--- src/rtl/serial_pair_serializer.sv ---
// serial_pair_serializer: accepts an operand pair, emits a clear pulse, then streams both operands LSB-first
module serial_pair_serializer #(
    parameter int WIDTH = 8,
    parameter int GAP   = 1
) (
    input  logic             clk,
    input  logic             reset,
    input  logic             in_valid,
    output logic             in_ready,
    input  logic [WIDTH-1:0] num1,
    input  logic [WIDTH-1:0] num2,
    output logic             clr_out,
    output logic             a_out,
    output logic             b_out,
    output logic             bit_valid,
    output logic             last_bit,
    output logic             busy
);
    localparam int CW = $clog2(WIDTH) + 1;
    localparam int GW = $clog2(GAP + 1) + 1;
    typedef enum logic [1:0] {IDLE, CLEAR, SHIFT, GAP_ST} state_t;
    state_t state;
    logic [WIDTH-1:0] sh1, sh2;
    logic [CW-1:0] cnt;
    logic [GW-1:0] gcnt;
    // outputs are registered alongside the next state, so each reflects the cycle it is visible in
    always_ff @(posedge clk) begin
        if (!reset) begin
            state     <= IDLE;
            sh1       <= '0;
            sh2       <= '0;
            cnt       <= '0;
            gcnt      <= '0;
            in_ready  <= 1'b0;
            clr_out   <= 1'b0;
            a_out     <= 1'b0;
            b_out     <= 1'b0;
            bit_valid <= 1'b0;
            last_bit  <= 1'b0;
            busy      <= 1'b0;
        end else begin
            clr_out   <= 1'b0;
            a_out     <= 1'b0;
            b_out     <= 1'b0;
            bit_valid <= 1'b0;
            last_bit  <= 1'b0;
            case (state)
                IDLE: begin
                    if (in_valid && in_ready) begin
                        sh1      <= num1;
                        sh2      <= num2;
                        cnt      <= '0;
                        state    <= CLEAR;
                        in_ready <= 1'b0;
                        clr_out  <= 1'b1;
                        busy     <= 1'b1;
                    end else begin
                        in_ready <= 1'b1;
                    end
                end
                CLEAR: begin
                    state     <= SHIFT;
                    a_out     <= sh1[0];
                    b_out     <= sh2[0];
                    bit_valid <= 1'b1;
                    sh1       <= sh1 >> 1;
                    sh2       <= sh2 >> 1;
                end
                SHIFT: begin
                    if (cnt == CW'(WIDTH - 1)) begin
                        gcnt <= '0;
                        if (GAP > 0) begin
                            state <= GAP_ST;
                        end else begin
                            state    <= IDLE;
                            in_ready <= 1'b1;
                            busy     <= 1'b0;
                        end
                    end else begin
                        a_out     <= sh1[0];
                        b_out     <= sh2[0];
                        bit_valid <= 1'b1;
                        last_bit  <= (cnt == CW'(WIDTH - 2));
                        sh1       <= sh1 >> 1;
                        sh2       <= sh2 >> 1;
                        cnt       <= cnt + 1'b1;
                    end
                end
                GAP_ST: begin
                    if (gcnt == GW'(GAP - 1)) begin
                        state    <= IDLE;
                        in_ready <= 1'b1;
                        busy     <= 1'b0;
                    end else begin
                        gcnt <= gcnt + 1'b1;
                    end
                end
                default: state <= IDLE;
            endcase
        end
    end
endmodule

--- config.mk ---
export PLATFORM = sky130hd
export DESIGN_NAME = serial_pair_serializer
export DESIGN_NICKNAME = d
export VERILOG_FILES = /design/src/rtl/serial_pair_serializer.sv
export SDC_FILE = /design/constraint.sdc
export NUM_CORES = 1
export LEC_CHECK = 0
export ABC_AREA = 0
export CORE_AREA = 2 2 49 74
export DETAILED_ROUTE_END_ITERATION = 6
export DIE_AREA = 0 0 51 76
export GPL_ROUTABILITY_DRIVEN = 0
export GPL_TIMING_DRIVEN = 0
export PLACE_DENSITY = 0.75
export SYNTH_ARGS = -nofsm -noshare
export SYNTH_HDL_FRONTEND = slang
export SYNTH_SLANG_ARGS = --single-unit
--- constraint.sdc ---
create_clock -name clk -period 2.2 [get_ports clk]
set_clock_uncertainty 0.2 [all_clocks]
set_input_delay 0.22 -clock clk [delete_from_list [all_inputs] [get_ports clk]]
set_output_delay 0.22 -clock clk [all_outputs]
set_load 0.05 [all_outputs]
Word level (Yosys, flattened, before mapping) --
Index checks and enable logic that the tools add are counted.
Storage, ports and cells: register bits after elaboration 31, bits in latches 0, bits in writable memories 0, bits in read-only memories 0, bits of input ports 19, output and inout port bits 7, logic and storage cells 70, memories 0
Cells by class: $add $sub $neg 2, $mul 0, divide/modulo/power cells 0, magnitude comparators 0, eq/ne operators 10, shift-type cells 0, multiplexer cells 29, bitwise operators 2, reduce and logical (&&, ||, !) cells 15
Operators by type and width (number):
- $pmux 8 s3 | 2
- $mux 8 | 4
- $reduce_and 3->1 | 5
- $mux 2 | 5
- $ne 2x2->1 const B | 5
- $pmux 1 s2 | 5
- $eq 4x3->1 const B | 2
- $mux 1 | 8
- $mux 4 | 2
- $pmux 2 s4 | 1
- $pmux 4 s2 | 1
- $reduce_bool 2->1 | 3
- $add 4x1->4 const B | 1
- $eq 2x2->1 const B | 2
- $logic_not 2->1 | 2
- $pmux 2 s2 | 1
- $reduce_and 2->1 | 2
- $reduce_bool 3->1 | 1
- $reduce_or 3->1 | 1
- $add 2x1->2 const B | 1
- $eq 2x1->1 const B | 1
- $not 1->1 | 2
- $logic_and 1x1->1 | 1

Logic depth before layout (Yosys ltp) --
depth after elaboration 3, mapped depth 7, gate-level depth less buffers 5

Worst setup path before layout --
No wires, ideal clock.
path kind register to register, start register in_ready, end register sh1[0], setup time 118 ps, arrival time 1553 ps, data required time 1882 ps, path slack 329 ps, stages on the path, launching flop included 6, path buffers 2, clock period less this slack 1871 ps, cells stage by stage dfxtp_1 > a21boi_1 > a211o_1 > buf_6 > buf_12 > mux2i_1
Between the ends: longest elaborated chain between the ends 3
Ends and longest elaborated chain:
- start, declared | line 9 | output logic in_ready,
- start signal, assigned | line 34 | in_ready <= 1'b0;
- start signal, assigned | line 54 | in_ready <= 1'b0;
- start signal, assigned | line 58 | in_ready <= 1'b1;
- $logic_and 1x1->1 | line 49 | if (in_valid && in_ready) begin
- $ne 2x2->1 (no line)
- $reduce_and 3->1 (no line)
- end signal, assigned | line 50 | sh1 <= num1;
- end signal, assigned | line 66 | sh1 <= sh1 >> 1;
- end signal, assigned | line 84 | sh1 <= sh1 >> 1;
- end, declared | line 23 | logic [WIDTH-1:0] sh1, sh2;
Every way passes these cells. A chain may end at the register's enable or synchronous reset.

Final worst setup path --
start register state[1], end register sh1[5]
Between the ends: longest elaborated chain between the ends 3, elaborated cells between the ends (all ways) 8, those cells by class eq/ne: 4; mux: 1; reduce/logical: 3
Ends and longest elaborated chain:
- start, declared | line 22 | state_t state;
- start signal, assigned | line 29 | state <= IDLE;
- start signal, assigned | line 53 | state <= CLEAR;
- start signal, assigned | line 62 | state <= SHIFT;
- $eq 2x2->1, or another cell as far along | line 47 | case (state)
- $ne 2x2->1 (no line) or $reduce_bool 3->1 (tied branches)
- $reduce_and 3->1 (no line)
Parallel ways exist; a longest one is shown, timed or not.

==> reports/summary.log <==
INFO  sta            max_clock_freq=0.486GHz
INFO  global_route   grt_pass1_vias=1462
INFO  cts            post-cts-setup-buffer-count=0
INFO  sta            rsz0062_at_grt=false
INFO  worst_setup_path cp_max_fo=10
INFO  sta            hold_viol=0
INFO  synth          syn_area_per_cell=9.22um2
INFO  finish         layout-drive-gt1-share=0.135
INFO  sta            setup_viol_count_final=0
INFO  global_route   grt_max_degree=11
INFO  place          port_buffers=25
INFO  route          initial_drt_pass_iterations=4
INFO  synth          synth.area.top_cells=sky130_fd_sc_hd__dfxtp_1 (38%), sky130_fd_sc_hd__mux2i_1 (11%), sky130_fd_sc_hd__mux2_2 (9.8%)
INFO  route          vias=1386
INFO  floorplan      placement_rows=26
INFO  finish         syn2layout_area_growth=24.0%
INFO  worst_setup_path worst_path_arrival=2020ps
INFO  synth          synth_edf_count=0
INFO  synth          synth_flop_cell=sky130_fd_sc_hd__dfxtp_1
INFO  floorplan      floorplan.die_area=0.00388mm2
INFO  place          setup_slack_at_placement=22.0ps
INFO  synth          yosys_warnings=0
INFO  synth          netlist_area=0.00161mm2
INFO  worst_setup_path crit_path_top_delay_cell=sky130_fd_sc_hd__dfxtp_1
INFO  cts            clkSinkCount=31
INFO  synth          yosys-top-cells-count=sky130_fd_sc_hd__nand2_1 (36), sky130_fd_sc_hd__dfxtp_1 (31), sky130_fd_sc_hd__mux2i_1 (17)
INFO  sta            final_min_period_over_clock_period=0.935
INFO  sta            setup_ws=144ps
INFO  synth          synth.yosys.seq_area_share=0.385
INFO  cts            cts_tree=built
INFO  worst_setup_path worst-path-buf-inv=3
INFO  worst_setup_path reg2reg_slack=140ps
INFO  outcome        run_status=completed
INFO  synth          asyncSetResetFlopFracSynth=0
INFO  synth          synth_nets=201
INFO  cts            ctsHtreeMaxLevel=2
INFO  global_route   global_route_wire_length_before_repair=6.06mm
INFO  worst_hold_path holdCritPathClass=reg2reg
INFO  sta            slew_viol_final=0
INFO  worst_setup_path cp_cell_sequence=inv_1 -> ha_1 -> buf_2 -> buf_2 -> mux2_2 -> nand2_1 -> mux2i_1
INFO  route          post_detailed_route_drc_marker_count=0
INFO  route          post_drt_wl_per_cell=14.2um
INFO  synth          count_of_different_cell_masters_after_synthesis=39
INFO  floorplan      fp.coreArea=0.00329mm2
INFO  worst_setup_path critical-path-top-cell-by-count=sky130_fd_sc_hd__buf_2
INFO  cts            cts_hold_buffers=0
INFO  sta            final_period_minus_worst_setup_slack=2060ps
INFO  sta            final.hold.worst_slack=264ps
INFO  run            timing.max_cap.violations=0
INFO  power          power_dens_cells=1220mW/mm2
INFO  floorplan      die_height=76um
INFO  route          drtIter0Drc=42
INFO  global_route   number_of_antenna_violations_at_the_first_check_in_global_routing=0
INFO  power          p_leak=0.000807uW
INFO  place          placed_cells_incl_taps=242
INFO  floorplan      start_util=0.491
INFO  floorplan      top_level_ports=26
INFO  place          dpl.hpwl=2.72mm
INFO  route          detail_route.vias_per_cell=5.54
INFO  finish         finish.cell_count_without_fillers=250
INFO  finish         antennaDiodeCount=0
INFO  global_route   groute.usage.overall=0.202
INFO  cts            cts_resized=0
INFO  cts            cts_max_path_buffers=2
INFO  finish         num-nets-final=233
INFO  worst_setup_path critPathKind=reg2reg
INFO  synth          synthesis.instances=175
INFO  route          ant_nets=0
INFO  cts            cts-buffers-inserted=5
INFO  synth          ys_seq_elements=31
INFO  cts            cts-root-buf=sky130_fd_sc_hd__clkbuf_8
INFO  cts            clk_latency=280ps
INFO  sta            worstMarginPinSlew=502ps
INFO  synth          library_cell_with_the_highest_instance_count_after_synthesis=sky130_fd_sc_hd__nand2_1
INFO  global_route   globalRouteOverflowTotal=0
INFO  worst_setup_path critPathTopFamily=buffers and inverters
INFO  floorplan      die_width=51um
INFO  sta            max-slew-margin-rel=0.665
INFO  power          irDropWorstVdd=0.955mV
INFO  worst_setup_path timing.critical_path.required=2170ps
INFO  sta            finalSetupTns=0ps
INFO  power          total_power=2450uW
INFO  route          route.final.wire_length=3.56mm
INFO  worst_setup_path critical_path.endpoint_type=flop
INFO  worst_setup_path cp-start-kind=flop
INFO  synth          netlist.area_leader.share=0.385
INFO  cts            clkTransAtPathRegs=70ps
INFO  worst_setup_path worst_stage_delay_on_the_critical_path=390ps
INFO  synth          synth_largest_area_cell=sky130_fd_sc_hd__dfxtp_1
## path summary, 6_finish.rpt
path / start / depth (start not counted) / to
worst max-delay path: state[1] / 7 / sh1[5]
worst min-delay path: sh1[6] / 2 / sh1[6]
worst max register to register: state[1] / 7 / sh1[5]
worst min register to register: sh1[6] / 2 / sh1[6]
## registers in the layout, summed over array words and instances, names as in the netlist, 2 cells and up
| name | flops |
|---|---|
| cnt | 4 |
| gcnt | 2 |
| sh1 | 8 |
| state | 2 |
| sh2 | 8 |
## kinds of logic after synthesis
logic type | share of synthesized area
fa+ha+maj | 0.0543
buf+inv | 0.0675
flops | 0.385
simple gates | 0.171
mux | 0.210
compound gates | 0.112
## cells in the final DEF (no fill, tap or decap), types with 2 or more instances in the layout
cell                              count
sky130_fd_sc_hd__a31oi_1              2
sky130_fd_sc_hd__clkdlybuf4s50_1     25
sky130_fd_sc_hd__mux2i_1             17
sky130_fd_sc_hd__nor3b_1              2
sky130_fd_sc_hd__buf_2                2
sky130_fd_sc_hd__nand2_1             36
sky130_fd_sc_hd__nor2b_1              2
sky130_fd_sc_hd__mux2_2              14
sky130_fd_sc_hd__nand3_1              6
sky130_fd_sc_hd__nor3_1               3
sky130_fd_sc_hd__clkbuf_8             5
sky130_fd_sc_hd__nand4_1              3
sky130_fd_sc_hd__clkbuf_1             7
sky130_fd_sc_hd__o21ai_0              2
sky130_fd_sc_hd__inv_1               10
sky130_fd_sc_hd__buf_6                2
sky130_fd_sc_hd__a211o_1              2
sky130_fd_sc_hd__nor2_1               4
sky130_fd_sc_hd__dfxtp_1             31
sky130_fd_sc_hd__a21oi_1              4
sky130_fd_sc_hd__a32oi_1              2
sky130_fd_sc_hd__ha_1                 7
## per-stage QoR
stage          cell area [um2]  utilization
2_1_floorplan             1610            -
3_3_place_gp              1920        0.583
3_5_place_dp              1920        0.583
4_1_cts                   2000        0.608
5_1_grt                   2000        0.609
6_report                  2000        0.609
## worst min-delay path: cells and delay by family (launching register included)
kind / cells / cell delay, ps
mux: 1 / 60
flops: 1 / 310
simple gates: 1 / 50
## metal layers
metal	vias up	track usage	part of all wire
li1	675	-	-
met1	659	0.199	0.38
met2	40	0.388	0.56
met3	12	0.0490	0.040
met4	0	0.0703	0.022
met5	-	0	0
## layout make-up
type                       count  area (um2)
buffer                        10        71.3
clock buffer                   7        76.3
clock inverter                 1        5.00
fill                         301        1280
inverter                      10        37.5
multi-input combinational    124         887
sequential                    31         621
tap                           42        52.6
timing repair buffer          25         250
## report_power, final
group	switching (uW)	total, uW	internal, uW	leakage, uW
logic	592	1180	586	0.000512
registers	99.0	839	740	0.000253
clock network	209	431	222	0.0000422
total	900	2450	1550	0.000807
No activity file was read; power rests on OpenSTA's default activity.
